<file path="config.mk">
export PLATFORM = sky130hd
export DESIGN_NAME = branch_resolve_unit
export DESIGN_NICKNAME = d
export VERILOG_FILES = /design/src/rtl/branch_resolve_unit.sv
export SDC_FILE = /design/constraint.sdc
export NUM_CORES = 1
export LEC_CHECK = 0
export ABC_AREA = 1
export BUFFER_PORTS_ARGS = -buffer_cell sky130_fd_sc_hd__buf_4
export CAP_MARGIN = 0
export CORE_MARGIN = 5
export CORE_UTILIZATION = 60
export CTS_CLUSTER_DIAMETER = 30
export DETAILED_ROUTE_END_ITERATION = 10
export PLACE_DENSITY_LB_ADDON = 0.12
export SYNTH_ARGS = -nofsm -noshare
export SYNTH_HDL_FRONTEND = slang
export SYNTH_SLANG_ARGS = --single-unit
</file>
<file path="constraint.sdc">
create_clock -name clk -period 9.1 [get_ports clk]
set_input_delay 1.82 -clock clk [delete_from_list [all_inputs] [get_ports clk]]
set_output_delay 1.82 -clock clk [all_outputs]
set_load 0.03 [all_outputs]
</file>
<file path="src/rtl/branch_resolve_unit.sv">
// Branch resolver: evaluates RV32I conditional branches, flags mispredicts,
// trains a 2-bit bimodal history table and keeps branch/mispredict statistics.
module branch_resolve_unit #(
    parameter int XLEN        = 32,
    parameter int BHT_ENTRIES = 64,
    parameter int PIPE_STAGE  = 1,
    parameter int COUNT_W     = 32
) (
    input  logic               clk,
    input  logic               rst,
    input  logic               flush,
    input  logic [XLEN-1:0]    lookup_pc,
    output logic               lookup_taken,
    input  logic               res_valid,
    input  logic [XLEN-1:0]    res_pc,
    input  logic [2:0]         res_func3,
    input  logic [XLEN-1:0]    res_rs1_data,
    input  logic [XLEN-1:0]    res_rs2_data,
    input  logic               res_pred_taken,
    output logic               out_valid,
    output logic               out_taken,
    output logic               out_mispredict,
    output logic               out_illegal,
    output logic [COUNT_W-1:0] branch_count,
    output logic [COUNT_W-1:0] mispred_count
);
    localparam int IDX_W = $clog2(BHT_ENTRIES);

    logic [1:0]       bht [BHT_ENTRIES];
    logic [IDX_W-1:0] lk_idx;
    logic [IDX_W-1:0] res_idx;
    logic             taken;
    logic             illegal;
    logic             acc;
    logic             legal;
    logic             mispred;

    // PC bits outside the index window only feed this sink.
    logic unused_bits;
    assign unused_bits = ^{lookup_pc[XLEN-1:IDX_W+2], lookup_pc[1:0],
                           res_pc[XLEN-1:IDX_W+2], res_pc[1:0]};

    assign lk_idx       = lookup_pc[IDX_W+1:2];
    assign res_idx      = res_pc[IDX_W+1:2];
    assign lookup_taken = bht[lk_idx][1];

    always_comb begin
        taken   = 1'b0;
        illegal = 1'b0;
        case (res_func3)
            3'b000:  taken = (res_rs1_data == res_rs2_data);
            3'b001:  taken = (res_rs1_data != res_rs2_data);
            3'b100:  taken = ($signed(res_rs1_data) <  $signed(res_rs2_data));
            3'b101:  taken = ($signed(res_rs1_data) >= $signed(res_rs2_data));
            3'b110:  taken = (res_rs1_data <  res_rs2_data);
            3'b111:  taken = (res_rs1_data >= res_rs2_data);
            default: illegal = 1'b1;
        endcase
    end

    assign acc     = res_valid & ~flush & ~rst;
    assign legal   = acc & ~illegal;
    assign mispred = legal & (taken != res_pred_taken);

    // Training happens at the request edge in both pipe modes, so lookups see it next cycle.
    always_ff @(posedge clk) begin
        if (rst) begin
            for (int i = 0; i < BHT_ENTRIES; i++) bht[i] <= 2'b01;
        end else if (legal) begin
            if (taken && bht[res_idx] != 2'b11)
                bht[res_idx] <= bht[res_idx] + 2'd1;
            else if (!taken && bht[res_idx] != 2'b00)
                bht[res_idx] <= bht[res_idx] - 2'd1;
        end
    end

    always_ff @(posedge clk) begin
        if (rst) begin
            branch_count  <= '0;
            mispred_count <= '0;
        end else begin
            branch_count  <= branch_count  + COUNT_W'(legal);
            mispred_count <= mispred_count + COUNT_W'(mispred);
        end
    end

    if (PIPE_STAGE != 0) begin : g_reg
        always_ff @(posedge clk) begin
            if (rst || flush) begin
                out_valid      <= 1'b0;
                out_taken      <= 1'b0;
                out_mispredict <= 1'b0;
                out_illegal    <= 1'b0;
            end else begin
                out_valid      <= acc;
                out_taken      <= legal & taken;
                out_mispredict <= mispred;
                out_illegal    <= acc & illegal;
            end
        end
    end else begin : g_comb
        always_comb begin
            out_valid      = acc;
            out_taken      = legal & taken;
            out_mispredict = mispred;
            out_illegal    = acc & illegal;
        end
    end
endmodule

</file>
-- After elaboration in Yosys (flattened, before gate mapping)
Memories as Yosys holds them, arrays and structs flattened.
Cells that the tools add are included.
- bits in registers: 68
- bits in writable memories: 128
- input bits: 136
- output and inout bits: 69
- logic and storage cells: 58
- memories kept: 1
- memories (memory ; words ; bits a word ; read ports ; clocked after Yosys merged registers in ; write ports ; line ; RTL):
    bht ; 64 ; 2 ; 2 ; 0 ; 64 ; 29 ; logic [1:0] bht [BHT_ENTRIES];
- add/subtract/negate cells: 4
- $lt $le $gt $ge: 4
- equality and inequality tests: 9
- muxes and demuxes: 17
- bitwise operators: 9
- reductions and logical operators: 8
- operators by type and width (kind ; count):
    $add A32 B1 Y32 ; 2
    $ge A32 B32 Y1 ; 2
    $lt A32 B32 Y1 ; 2
    $eq A32 B32 Y1 ; 1
    $ne A32 B32 Y1 ; 1
    $mux W1 ; 13
    $eq A3 B3 Y1 const B ; 4
    $and A1 B1 Y1 ; 6
    $mux W6 ; 1
    $pmux W1 S6 ; 1
    $reduce_or A6 Y1 ; 1
    $mux W2 ; 2
    $eq A3 B1 Y1 const B ; 1
    $logic_not A3 Y1 ; 1
    $add A2 B1 Y2 const B ; 1
    $logic_and A1 B1 Y1 ; 2
    $ne A2 B2 Y1 const B ; 1
    $not A1 Y1 ; 2
    $reduce_bool A2 Y1 ; 1
    $reduce_or A2 Y1 ; 1
    $sub A2 B1 Y2 const B ; 1
    $logic_not A1 Y1 ; 1
    $logic_or A1 B1 Y1 ; 1
    $ne A1 B1 Y1 ; 1
    $or A1 B1 Y1 ; 1

-- Depth between registers and ports, before layout
Gate-level depths: netlist of run 1.
- depth after elaboration: 12
- mapped depth: 33
- gate-level depth less buffers: 33

-- Worst setup path before layout of run 1
OpenSTA, ideal clock, no wires.
- path kind: input to output
- from: input lookup_pc[2]
- to: output lookup_taken
- arrival: 3.517 ns
- required time: 7.280 ns
- setup slack: 3.763 ns
- stages on the path: 8
- buffers on the path: 2
- cells stage by stage: clkbuf_1 -> clkbuf_1 -> nor2_1 -> o22ai_1 -> nor2_1 -> o22ai_1 -> nor2_1 -> o31ai_1
- longest elaborated chain between the ends: 1
- RTL lines (element ; line ; RTL):
    start, declared ; 12 ; input logic [XLEN-1:0] lookup_pc,
    $mem_v2 Z64 W2 ; - ;
    end, declared ; 13 ; output logic lookup_taken,
No other way between the ends.

-- Worst setup path after layout of run 1
Ends and elaborated chain as after synthesis.

==> flow_summary.json, run 1 <==
{
  "setup_viol": 0,
  "via_per_inst": 5.867,
  "io_pins": 205,
  "leakage_nw": 5.326,
  "synth_top_area_cell": "edfxtp_1",
  "switching_share_pct": 26.08,
  "yosysTopAreaCellShare_pct": 33.70,
  "endpoint_kind": "output pin",
  "num_vias": 10678,
  "hold_end": "mispred_count[31]",
  "hold_buffers": 0,
  "yosysWarningCount": 0,
  "synth_most_common_cell": "nand2_1",
  "arrival_ps": 4810,
  "crit_start": "lookup_pc[2]",
  "nets": 1745,
  "diodes": 0,
  "overflow": 0,
  "run_status": "completed",
  "path_clk_slew_ps": 60,
  "ant_nets": 0,
  "layout-drive-gt1-share_pct": 13.24,
  "required_ps": 7280,
  "synth_cells": 1487,
  "final_util_pct": 69.54,
  "synth_commonest_cells": "370 x nand2_1, 198 x nor2_1, 128 x edfxtp_1",
  "die_height_um": 147.9,
  "maxCapViolCount": 0,
  "grt_util_all_layers_pct": 26.28,
  "grt_pass1_vias": 10032,
  "worst_pin_slew_ps": 1242,
  "start_kind": "input port",
  "combPwrFrac_pct": 13.5,
  "period_share_pct": 72.88,
  "nFillCells": 1516,
  "netlist_area_mm2": 0.01140,
  "synth_edf_count": 128,
  "syn_area_per_cell_um2": 7.670,
  "first_pass_iters": 7,
  "synth.distinct_cells": 36,
  "synth_nets": 1659,
  "rrSetupSlack_ps": 5670,
  "powerDensity_mw_per_mm2": 149.9,
  "wl_um": 28980,
  "max_slew_margin_pct": 17.21,
  "post_cts_buffers": 0,
  "period_minus_slack_ps": 6632,
  "clock_latency_ps": 430,
  "setup_tns_ps": 0,
  "drcViolationCount": 0,
  "skew_ps": 13.21,
  "p_int_mw": 1.442,
  "p_total_mw": 1.950,
  "p_switching_mw": 0.5086,
  "area_delta_synth_final_pct": 14.05,
  "worstReg2RegStart": "bht[41][1]",
  "fp-row-count": 50,
  "max_freq_mhz": 150.8,
  "slew_viol_final": 0,
  "rr_worst_depth": 13,
  "wl_per_cell_um": 15.92,
  "seq_power_share_pct": 49.3,
  "numCtsBuffers": 17,
  "ys.flop_type": "edfxtp_1",
  "core_mm2": 0.01871,
  "whs_path_depth": 1,
  "critPathMaxFanout": 35,
  "clock_power_share_pct": 37.2,
  "h-tree-depth": 4,
  "clock_sinks": 196,
  "tritoncts": "yes",
  "hp-class": "reg -> reg",
  "clock_path_buffers": 2,
  "numPortBuffers": 152,
  "start_util_pct": 60.97,
  "antenna_found_initial": 0,
  "worstSetupPathType": "in -> out",
  "hpwl_um": 18660,
  "grt_max_degree": 129,
  "cts-root-buf": "clkbuf_16",
  "reg2reg_to": "bht[29][1]",
  "ys_ff_latch": 196,
  "cts_resized": 0,
  "synth-seq-area-share_pct": 45.64,
  "routabilityCongestion": 0.8590,
  "die_x_um": 147.9,
  "rsz0062_at_grt": "false",
  "initialDrtViolationCount": 820,
  "hold_viol": 0,
  "dieArea_mm2": 0.02187,
  "min_from": "mispred_count[31]",
  "grt_pass1_wl_um": 47110,
  "async_flop_share_pct": 0,
  "ir_worst_vdd_mv": 0.1506,
  "synthTopCellsByArea": "edfxtp_1 34%, nand2_1 12%, dfxtp_1 12%"
}
layout make-up:
type	count	area, um2	area share, %
multi-input cells	1069	5261	40.45
flip-flops and latches	196	5205	40.02
repair buffers	159	1194	9.177
clock buffers	24	493.0	3.790
inverters	130	488.0	3.751
well taps	234	292.8	2.251
clock inverters	8	73.82	0.5675
worst max-delay path, stage by stage:
cell and delay (ps):
buf_4 340, clkinv_1 1000, o21ai_0 550, a21oi_1 70
o311ai_0 330, o311ai_0 240, o211ai_1 130, o31ai_1 130
buf_4 190
kinds of logic after synthesis:
group	Yosys count	share of synthesized area, %
AOI/OAI and AO/OA	220	10.48
xor gates and xnor gates	11	0.8448
adders and majority gates	36	3.950
buffers and inverters	222	8.360
DFF	196	45.64
and+or+nand+nor	802	30.73
per-layer routing:
layer	track usage, %	routed length [um]
met3	5.457	2892
met1	33.92	11210
met2	43.98	14020
met4	9.654	850
met5	0	0
through the flow:
step / setup WS (ps) / std cells / cell area (um2) / hold slack, ps
global route: 2362 / 1820 / 13010 / 533.2
floorplan: 3763 / 1487 / 11400 / 596.8
detailed placement: 2588 / 1788 / 12440 / 481.8
CTS: 2655 / 1820 / 13010 / 497.5
finish: 2468 / 1820 / 13010 / 495.3
global placement: 2692 / 1788 / 12440 / 476.9
power by group through the flow:
| stage | clock network [mW] | logic [mW] | registers (mW) |
|---|---|---|---|
| 6_report | 0.725 | 0.264 | 0.962 |
| 5_1_grt | 0.777 | 0.292 | 0.962 |
| 4_1_cts | 0.732 | 0.261 | 0.961 |
| 3_5_place_dp | 0 | 0.259 | 0.981 |
| 3_3_place_gp | 0 | 0.254 | 0.981 |
| 2_1_floorplan | 0 | 0.180 | 0.981 |
how the worst max path moves through the flow:
stage                    to  slack (ps)
2_1_floorplan  lookup_taken        3760
3_5_place_dp     bht[42][1]        2590
3_3_place_gp   lookup_taken        2690
5_1_grt        lookup_taken        2360
6_report       lookup_taken        2470
4_1_cts        lookup_taken        2660
cell usage in the layout (no fill, tap or decap), drive strengths merged:
cell type	netlist	layout
dfxtp	68	68
o21a	15	15
nor3b	1	1
o211ai	1	1
xnor2	3	3
nand3	96	96
clkbuf	47	24
ha	36	36
o21ai	78	78
or2	7	7
nor3	42	42
nand2	370	370
o221a	1	1
nor4	8	8
xor2	8	8
nor2	198	198
clkinv	2	7
a211oi	1	1
edfxtp	128	128
o221ai	3	3
buf	45	159
o311ai	4	4
o22ai	11	11
o31ai	1	1
and2	1	1
bufinv	0	1
a21boi	1	1
inv	128	130
nand4	79	79
a21oi	104	104
state kept, by name (all words and copies together) (netlist names):
name            cells
branch_count       32
bht               128
out_valid           1
out_illegal         1
mispred_count      32
out_mispredict      1
out_taken           1
No activity file was read; power rests on OpenSTA's default activity.
==> inputs of run 2 (changes only) <==
Settings changed: ABC_AREA 1 to 0, CORE_UTILIZATION 60 to 51.
Clock period 9.1 ns to 5.4 ns, I/O delays scaled along.
==> run 2 against run 1 <==
Die area is 13% higher. Sequential cell count stayed put. First-iteration DRC count is 4.9% higher. Synthesized cell count is 31% lower. Wire length hardly changed. Final cell count is 22% lower. Via count is 18% lower. Sequential share of layout area is 0.077 points higher. Count of clock-buffer cells in the layout is 6 lower.
==> flow_summary.json, run 2 <==
{
  "layout-drive-gt1-share_pct": 23.50,
  "cp_num_buf_inv": 1,
  "rr_worst_depth": 8,
  "h-tree-depth": 4,
  "hold_viol": 0,
  "cts-root-buf": "clkbuf_16",
  "worstSetupPathType": "in -> reg",
  "worst_pin_slew_ps": 1186,
  "hp-class": "reg -> reg",
  "clock_power_share_pct": 38.5,
  "slew_viol_final": 0,
  "endpoint_kind": "flip-flop",
  "min_from": "branch_count[18]",
  "start_util_pct": 52.05,
  "crit_chain": "buf_4, ha_1, nand4_1, nor4_2, o2111ai_1, o211a_1, or4_1, and2_0, xor2_1, nor2_1, ha_1, ha_1, and3_1, nand3_1, nor4_1, and3_1, nand4_1, xor2_1, nor2_1",
  "nets": 1308,
  "rsz0062_at_grt": "false",
  "ys_ff_latch": 196,
  "grt_max_degree": 107,
  "p_int_mw": 2.514,
  "nFillCells": 1760,
  "grt_pass1_wl_um": 45730,
  "synth_edf_count": 128,
  "synth_top_family_by_area": "simple AND/OR/NAND/NOR gates",
  "io_pins": 205,
  "synthTopCellsByArea": "edfxtp_1 35%, dfxtp_1 12%, mux4_2 7.8%",
  "core_mm2": 0.02115,
  "synth_commonest_cells": "128 x edfxtp_1, 84 x nor2_1, 68 x dfxtp_1",
  "hold_buffers": 0,
  "crit_start": "res_rs1_data[30]",
  "largest_reg_flops": 128,
  "grt_pass1_vias": 8545,
  "synth-seq-area-share_pct": 47.27,
  "synth-simple-area-share_pct": 19.82,
  "period_share_pct": 89.45,
  "ant_nets": 0,
  "synth_xor_area_share_pct": 4.614,
  "ys.flop_type": "edfxtp_1",
  "die_x_um": 156.9,
  "place_ws_ps": 75.61,
  "initialDrtViolationCount": 860,
  "setup_tns_ps": 0,
  "start_kind": "input port",
  "period_minus_slack_ps": 4830,
  "whs_ps": 511.7,
  "powerDensity_mw_per_mm2": 268.5,
  "synth_most_common_cell": "edfxtp_1",
  "layout_commonest_cell": "buf_4",
  "stdcell_area_mm2": 0.01298,
  "clock_sinks": 196,
  "async_flop_share_pct": 0,
  "die_height_um": 156.9,
  "synth.distinct_cells": 69,
  "synth_nets": 1196,
  "synth_cells": 1024,
  "max_slew_margin_pct": 20.72,
  "combPwrFrac_pct": 14.9,
  "seq_power_share_pct": 46.6,
  "rrSetupSlack_ps": 1880,
  "overflow": 0,
  "final_cell_mix": "180 x buf_4, 128 x edfxtp_1, 84 x nor2_1",
  "first_pass_iters": 8,
  "ir_worst_vdd_mv": 0.1568,
  "fin_ws_ps": 569.8,
  "worst_path_most_repeated_cell": "ha_1",
  "whs_path_depth": 2,
  "antenna_found_initial": 0,
  "largestRegisters": "bht (128), branch_count (32), mispred_count (32)",
  "routabilityCongestion": 0.8434,
  "path_clk_slew_ps": 80,
  "max_freq_mhz": 207.0,
  "synthMuxAreaShare_pct": 9.955,
  "dieArea_mm2": 0.02463,
  "yosysWarningCount": 0,
  "place_area_mm2": 0.01236,
  "num_vias": 8743,
  "largest-register": "bht",
  "grt_util_all_layers_pct": 23.77,
  "arrival_ps": 5150,
  "tritoncts": "yes",
  "clock_path_buffers": 2,
  "hpwl_um": 19370,
  "drcViolationCount": 0,
  "p_switching_mw": 0.9724,
  "switching_share_pct": 27.90,
  "numPlacedInstances": 1392,
  "worstReg2RegStart": "bht[59][0]",
  "syn_area_per_cell_um2": 10.75,
  "synth_compound_area_share_pct": 9.034,
  "required_ps": 5720,
  "numPortBuffers": 152,
  "clock_latency_ps": 440,
  "setup_viol": 0,
  "netlist_area_mm2": 0.01101,
  "skew_ps": 12.13,
  "via_per_inst": 6.140,
  "synth_top_area_cell": "edfxtp_1",
  "synth-adder-area-share_pct": 4.091,
  "critPathSlowestCell": "or4_1",
  "leakage_nw": 4.662,
  "area_delta_synth_final_pct": 17.91,
  "fp-row-count": 53,
  "slowest_delay_ps": 540,
  "maxCapViolCount": 0,
  "wl_per_cell_um": 20.33,
  "wl_um": 28960,
  "cts_resized": 0,
  "hold_end": "branch_count[18]",
  "reg2reg_to": "bht[0][1]",
  "path_delay_family": "simple AND/OR/NAND/NOR gates",
  "post_cts_buffers": 0,
  "run_status": "completed",
  "numCtsBuffers": 17,
  "instances_no_fill": 1424,
  "diodes": 0,
  "yosysTopAreaCellShare_pct": 34.91,
  "critPathMaxFanout": 4
}
run 2: changes by cell type in the layout (fill, tap and decap cells not counted), sizes merged, moves of 31 or more:
cell	delta
o21ai	-61
mux4	+38
nand2	-311
nor4	+54
inv	-86
or3	+65
a21oi	-85
nor2	-114
xor2	+31
nand4	-60
nand3	-64
o31ai	+53
run 2: cells by family (layout without fill, tap and decap cells):
kind of cell             Yosys count  count (layout)
AND/OR/NAND/NOR                  405             405
flip-flops                       196             196
AO/OA/AOI/OAI                    138             138
buffers and inverters            130             255
multiplexers                      61              61
XOR/XNOR                          58              58
adder cells (fa/ha/maj)           36              36
run 2: worst max-delay path by stage:
stage / endpoint / slack (ps) / depth (start not counted)
after detailed placement: mispred_count[26] / 80 / 19
after global routing: mispred_count[26] / 270 / 19
after CTS: mispred_count[26] / 540 / 19
after floorplan: mispred_count[26] / 180 / 20
after global placement: mispred_count[26] / 160 / 19
final: mispred_count[26] / 570 / 19
run 2: power by group through the flow:
stage	sequential, mW	clock (mW)	combinational [mW]
after global placement	1.66	0	0.508
after CTS	1.62	1.35	0.514
final	1.62	1.34	0.520
after global routing	1.63	1.42	0.559
after detailed placement	1.66	0	0.513
after floorplan	1.65	0	0.340
run 2: metrics by stage:
step           utilization, %  power (mW)
6_report                61.37       3.486
5_1_grt                 61.37       3.605
4_1_cts                 61.37       3.491
3_5_place_dp            58.44       2.170
3_3_place_gp            58.44       2.165
2_1_floorplan               -       1.995
run 2: metal layers:
layer	part of all wire, %	global-route usage [%]	wire length, um
met3	8.8	5.774	2556
met4	2.9	8.719	844
met2	48	38.43	13930
met1	40	31.33	11620
met5	0	0	0
run 2: layout make-up:
class / instances / area, um2 / area share [%]
Multi-Input combinational cell: 698 / 5251 / 40.45
Sequential cell: 196 / 5205 / 40.09
Timing Repair Buffer: 183 / 1411 / 10.87
Clock buffer: 18 / 450.4 / 3.470
Tap cell: 275 / 344.1 / 2.650
Clock inverter: 14 / 170.2 / 1.311
Inverter: 40 / 150.1 / 1.157
run 2: worst min-delay path, stage by stage, from the launching register on:
cell	delay, ps
dfxtp_1	330
o21ai_0	80
a21oi_1	60
